==> src/rtl/alu_seq.sv <==
// alu_seq: handshaked, registered ALU with a multi-cycle shift-add multiplier.
// Simple ops complete in one cycle; MUL iterates WIDTH times before presenting
// its result. Status flags are registered alongside the result.
//
// Handshake: an operation is accepted on a rising edge where in_valid && in_ready;
// a result is consumed on a rising edge where out_valid && out_ready. in_ready is
// high only in IDLE, out_valid only in DONE, so the two never overlap.
module alu_seq #(
    parameter int WIDTH  = 32,
    parameter int FUNC_W = 4,
    parameter int SH_W   = $clog2(WIDTH)
) (
    input  logic              clk,
    input  logic              rst_n,
    input  logic              in_valid,
    output logic              in_ready,
    input  logic [WIDTH-1:0]  a,
    input  logic [WIDTH-1:0]  b,
    input  logic [FUNC_W-1:0] func,
    output logic              out_valid,
    input  logic              out_ready,
    output logic [WIDTH-1:0]  result,
    output logic              zero,
    output logic              negative,
    output logic              carry,
    output logic              overflow,
    output logic              illegal,
    output logic [1:0]        dbg_state
);

    localparam logic [FUNC_W-1:0] OP_ADD = FUNC_W'(0);
    localparam logic [FUNC_W-1:0] OP_SUB = FUNC_W'(1);
    localparam logic [FUNC_W-1:0] OP_AND = FUNC_W'(2);
    localparam logic [FUNC_W-1:0] OP_OR  = FUNC_W'(3);
    localparam logic [FUNC_W-1:0] OP_XOR = FUNC_W'(4);
    localparam logic [FUNC_W-1:0] OP_SLT = FUNC_W'(5);
    localparam logic [FUNC_W-1:0] OP_SLL = FUNC_W'(6);
    localparam logic [FUNC_W-1:0] OP_SRL = FUNC_W'(7);
    localparam logic [FUNC_W-1:0] OP_SRA = FUNC_W'(8);
    localparam logic [FUNC_W-1:0] OP_MUL = FUNC_W'(9);

    typedef enum logic [1:0] {
        S_IDLE = 2'd0,
        S_MUL  = 2'd1,
        S_DONE = 2'd2
    } state_t;

    state_t               state;
    logic [2*WIDTH-1:0]   mcand;
    logic [WIDTH-1:0]     mplier;
    logic [2*WIDTH-1:0]   acc;
    logic [SH_W-1:0]      cnt;

    logic [WIDTH:0]       sum_w;
    logic [WIDTH:0]       diff_w;
    logic [WIDTH-1:0]     op_res;
    logic                 op_carry;
    logic                 op_ovf;
    logic                 op_ill;
    logic [SH_W-1:0]      sh_amt;
    logic [2*WIDTH-1:0]   acc_nxt;

    // Only the low SH_W bits of b select the shift distance.
    assign sh_amt = b[SH_W-1:0];

    // Single-cycle result and flags for every non-MUL opcode.
    always_comb begin
        sum_w    = {1'b0, a} + {1'b0, b};
        diff_w   = {1'b0, a} - {1'b0, b};
        op_res   = '0;
        op_carry = 1'b0;
        op_ovf   = 1'b0;
        op_ill   = 1'b0;
        case (func)
            OP_ADD: begin
                op_res   = sum_w[WIDTH-1:0];
                op_carry = sum_w[WIDTH];
                op_ovf   = (a[WIDTH-1] == b[WIDTH-1]) && (sum_w[WIDTH-1] != a[WIDTH-1]);
            end
            OP_SUB: begin
                op_res   = diff_w[WIDTH-1:0];
                // Top bit of the extended difference is the borrow; carry means a >= b.
                op_carry = ~diff_w[WIDTH];
                op_ovf   = (a[WIDTH-1] != b[WIDTH-1]) && (diff_w[WIDTH-1] != a[WIDTH-1]);
            end
            OP_AND:  op_res = a & b;
            OP_OR:   op_res = a | b;
            OP_XOR:  op_res = a ^ b;
            OP_SLT:  op_res = {{(WIDTH-1){1'b0}}, ($signed(a) < $signed(b))};
            OP_SLL:  op_res = a << sh_amt;
            OP_SRL:  op_res = a >> sh_amt;
            OP_SRA:  op_res = $signed(a) >>> sh_amt;
            OP_MUL:  op_res = '0;
            default: op_ill = 1'b1;
        endcase
    end

    // One shift-add step: accumulate the shifted multiplicand when the current multiplier bit is set.
    always_comb begin
        acc_nxt = mplier[0] ? (acc + mcand) : acc;
    end

    // Control FSM plus registered datapath; outputs change only on clock edges.
    always_ff @(posedge clk or negedge rst_n) begin
        if (!rst_n) begin
            state     <= S_IDLE;
            in_ready  <= 1'b1;
            out_valid <= 1'b0;
            result    <= '0;
            carry     <= 1'b0;
            overflow  <= 1'b0;
            illegal   <= 1'b0;
            mcand     <= '0;
            mplier    <= '0;
            acc       <= '0;
            cnt       <= '0;
        end else begin
            case (state)
                S_IDLE: begin
                    if (in_valid) begin
                        in_ready <= 1'b0;
                        if (func == OP_MUL) begin
                            mcand  <= {{WIDTH{1'b0}}, a};
                            mplier <= b;
                            acc    <= '0;
                            cnt    <= '0;
                            state  <= S_MUL;
                        end else begin
                            result    <= op_res;
                            carry     <= op_carry;
                            overflow  <= op_ovf;
                            illegal   <= op_ill;
                            out_valid <= 1'b1;
                            state     <= S_DONE;
                        end
                    end
                end
                S_MUL: begin
                    acc    <= acc_nxt;
                    mcand  <= mcand << 1;
                    mplier <= mplier >> 1;
                    cnt    <= cnt + 1'b1;
                    // The last iteration's addition is folded into the captured result.
                    if (cnt == SH_W'(WIDTH - 1)) begin
                        result    <= acc_nxt[WIDTH-1:0];
                        carry     <= |acc_nxt[2*WIDTH-1:WIDTH];
                        overflow  <= 1'b0;
                        illegal   <= 1'b0;
                        out_valid <= 1'b1;
                        state     <= S_DONE;
                    end
                end
                S_DONE: begin
                    if (out_ready) begin
                        out_valid <= 1'b0;
                        in_ready  <= 1'b1;
                        state     <= S_IDLE;
                    end
                end
                default: begin
                    out_valid <= 1'b0;
                    in_ready  <= 1'b1;
                    state     <= S_IDLE;
                end
            endcase
        end
    end

    assign zero      = (result == '0);
    assign negative  = result[WIDTH-1];
    assign dbg_state = state;

endmodule
==> config.mk <==
export PLATFORM = sky130hd
export DESIGN_NAME = alu_seq
export DESIGN_NICKNAME = d
export VERILOG_FILES = /design/src/rtl/alu_seq.sv
export SDC_FILE = /design/constraint.sdc
export NUM_CORES = 1
export LEC_CHECK = 0
export CAP_MARGIN = 15
export CORE_ASPECT_RATIO = 0.6
export CORE_MARGIN = 5
export CORE_UTILIZATION = 45
export DETAILED_ROUTE_END_ITERATION = 6
export MAX_ROUTING_LAYER = met4
export PLACE_DENSITY_LB_ADDON = 0.3
export SETUP_SLACK_MARGIN = 0.15
export SLEW_MARGIN = 25
export SYNTH_ARGS = -nofsm -noshare
export SYNTH_HDL_FRONTEND = slang
export SYNTH_SLANG_ARGS = --single-unit
==> constraint.sdc <==
create_clock -name clk -period 4.46 [get_ports clk]
set_input_delay 1.338 -clock clk [delete_from_list [all_inputs] [get_ports clk]]
set_output_delay 1.338 -clock clk [all_outputs]
set_load 0.02 [all_outputs]
==> run metrics <==
power per cell area=395 mW/mm2; prevailing post-synth register cell=dfrtp_1; placed cell areas=0.0257 mm2; grt met2 use=0.493; Worst setup endpoint=carry; DRT Wirelength=104000 um; gp weighted congestion=~1.1; Worst Min Path Start=out_valid; Post-Syn Area=0.0204 mm2; clock root buffer=clkbuf_16; row count=60; Async SR Flop Fraction=1.00; commonest non-fill, non-tap cell in the layout=buf_4; worst r2r path cells=15; GRT Residual Overflow=0; Die W=285 um; met3 Use GR=0.162; largest net degree at the start of global routing=77; full die area=0.0498 mm2; RSZ-0062 raised after global routing=yes; part of the cycle the worst path needs=0.996; Final setup viols=0; Die Height=175 um; Layout Nets=3394; clk_lat worst skew=0.53 ns; number of remaining DRC errors=0; most frequent cells in the layout=buf_4, nor2_1, nand2_1; core area=~0.045 mm2; Hold Buf Count CTS=0; Peak VDD IR=around 0.3 mV; syn nets=between 2000 and 3000; area share of the largest cell type after synthesis=0.249; DRT iter0 DRCs=4125; crit-path cells=ha_1, o21ai_1, o21bai_1, o211ai_1, a2111oi_4, o31ai_2, buf_4, o41a_1, nor3b_2, o22ai_1, xor2_1, nor2_2, xnor2_2, and2_0, a31oi_2; CP Class=reg2reg; I/O Pins=approximately 110; syn_area_per_cell=7.63 um2; Final Hold Viols=0; status=complete, no violations; fillers=between 4000 and 5000; Buf/Inv on CP=1; CTS tree=yes; Worst path max stage delay=slightly below 0.6 ns; Worst Setup End Kind=flop; drt pass-1 iters=7; Synth Warn #=0; headroom to the max-slew limit=0.280; Crit path depth=15; Clk pin slew, worst setup/hold paths=around 0.07 ns; area leader, netlist=dfrtp_1; flip-flop and latch area=0.00511 mm2; CP Launch Type=flop; # Max-Cap Violations=0; first-pass GRT wire length=150000 um; vias post-DR=between 20000 and 25000; clock buffer depth=3; area delta synth->final=32.0%; post-DR vias/cell=approximately 6.5; Post-Layout Inst Area=0.0269 mm2; Port Buf Inserts=112; DP Wirelength=83400 um; Hold WC Path Type=reg2reg; FMAX=around 0.23 GHz; Netlist cell types=between 80 and 90; Post-synth EDFFs=0; post-route antenna net violation count=0; CP max-delay cell=a2111oi_4; initial antenna violation count=0; clock tree skew after final layout=0.0239 ns; RR Endpoint=carry; final max-slew violation count=0; Lkg Pwr=12.7 nW; wire per inst=27.6 um; critical path's top delay family=compound AO/OA/AOI/OAI gates; worst-margin pin slew=1.07 ns; multi-input logic area=0.0145 mm2; R2R setup slack=0.02 ns; # clock sinks=204; Worst EP arrival=a little under 5 ns; vias in the first global route=between 20000 and 25000; GRT busiest layer=met1; #FFs+latches synth=204; Seq/Total Area, Yosys=0.250; grt met1 use=0.625; total track usage=0.409; Initial Utilization=0.455; Post-Synthesis Cells=2671; H-tree depth=1; TritonCTS Buffers=21; reg2reg start=acc[2]; critical path data required time=4.87 ns; main area contributors after synthesis=dfrtp_1, ha_1, a21oi_1; fin crit period=around 4.4 ns; layout cell share with drive strength beyond 1=0.226; Worst Setup SP=acc[2]; CP max FO=4; Hold WS=0.490 ns
worst reg2reg max path, stage by stage (launching register included):
cell,delay [ns]
dfrtp_1,0.41
ha_1,0.43
o21ai_1,0.11
o21bai_1,0.26
o211ai_1,0.34
a2111oi_4,0.59
o31ai_2,0.11
buf_4,0.19
o41a_1,0.58
nor3b_2,0.25
o22ai_1,0.19
xor2_1,0.20
nor2_2,0.20
xnor2_2,0.19
and2_0,0.21
a31oi_2,0.09
through the flow:
| stage | setup WS, ns | setup TNS, ns | std cells | utilization | power (mW) |
|---|---|---|---|---|---|
| 2_1_floorplan | 0.0499 | 0 | 2671 | - | 5.91 |
| 3_3_place_gp | -0.899 | -11.52 | 3714 | 0.574 | 8.17 |
| 3_5_place_dp | -0.828 | -12.79 | 3714 | 0.574 | 8.33 |
| 4_1_cts | 0.0772 | 0 | 3755 | 0.592 | 10.2 |
| 5_1_grt | 0.0132 | 0 | 3760 | 0.601 | 11.1 |
| 6_report | 0.0199 | 0 | 3761 | 0.601 | 10.6 |
sequential cells by signal, indices dropped and copies added (netlist names):
register   flops
cnt            5
carry          1
out_valid      1
acc           64
overflow       1
illegal        1
mcand         64
dbg_state      2
result        32
mplier        32
in_ready       1
power breakdown:
group	leakage (nW)	internal, mW	switching [mW]	total, mW
clock network	0.317	1.01	0.844	1.86
registers	2.68	2.42	0.632	3.05
logic	9.71	2.33	3.39	5.72
what timing repair did:
action / CTS / global route
setup buffers: 4 / 5
pin swaps: 20 / 33
gates resized for setup: 45 / 83
setup endpoints to repair: 17 / 20
worst min-delay path by stage:
stage	endpoint	slack, ns	depth (start not counted)
3_3_place_gp	out_valid	0.46	2
4_1_cts	out_valid	0.49	2
6_report	out_valid	0.49	2
2_1_floorplan	mplier[10]	0.46	2
5_1_grt	acc[22]	0.52	1
3_5_place_dp	out_valid	0.47	2
cells by family (layout without fill, tap and decap cells):
logic type,Yosys count,count (layout),synth area share
other cells,0,1,0
compound gates,994,994,0.316
simple gates,782,782,0.170
mux,117,117,0.0682
fa+ha+maj,165,165,0.102
buf+inv,341,841,0.0636
flops,204,204,0.250
xor+xnor,68,68,0.0292
area by class of cell:
type	count	share of cell area
antenna	1	0.0000929
clock buffer	32	0.0229
clock inverter	5	0.00223
inverter	155	0.0221
multi-input combinational	2126	0.540
sequential	204	0.190
tap	589	0.0274
timing repair buffer	649	0.196
metal layers:
layer / wire, um / vias to the layer above
li1: - / 10768
met1: 47500 / 11855
met2: 37300 / 1774
met3: 16100 / 167
met4: 2760 / 0
met5: 0 / -
synth_stat cells (22+ instances only):
| cell type | number |
|---|---|
| o21bai_1 | 36 |
| o21a_1 | 22 |
| a21oi_1 | 272 |
| a21o_1 | 55 |
| o21ai_0 | 253 |
| a222oi_1 | 31 |
| xnor2_1 | 46 |
| o211ai_1 | 31 |
| nand3_1 | 26 |
| nor4_1 | 27 |
| nor2_1 | 297 |
| clkbuf_1 | 156 |
| dfrtp_1 | 203 |
| inv_1 | 152 |
| nand2_1 | 261 |
| xor2_1 | 22 |
| mux2i_1 | 94 |
| a31oi_1 | 38 |
| a211oi_1 | 23 |
| a22o_1 | 49 |
| nor3_1 | 42 |
| nand4_1 | 32 |
| ha_1 | 162 |
Power figures use the tool's default switching activity.
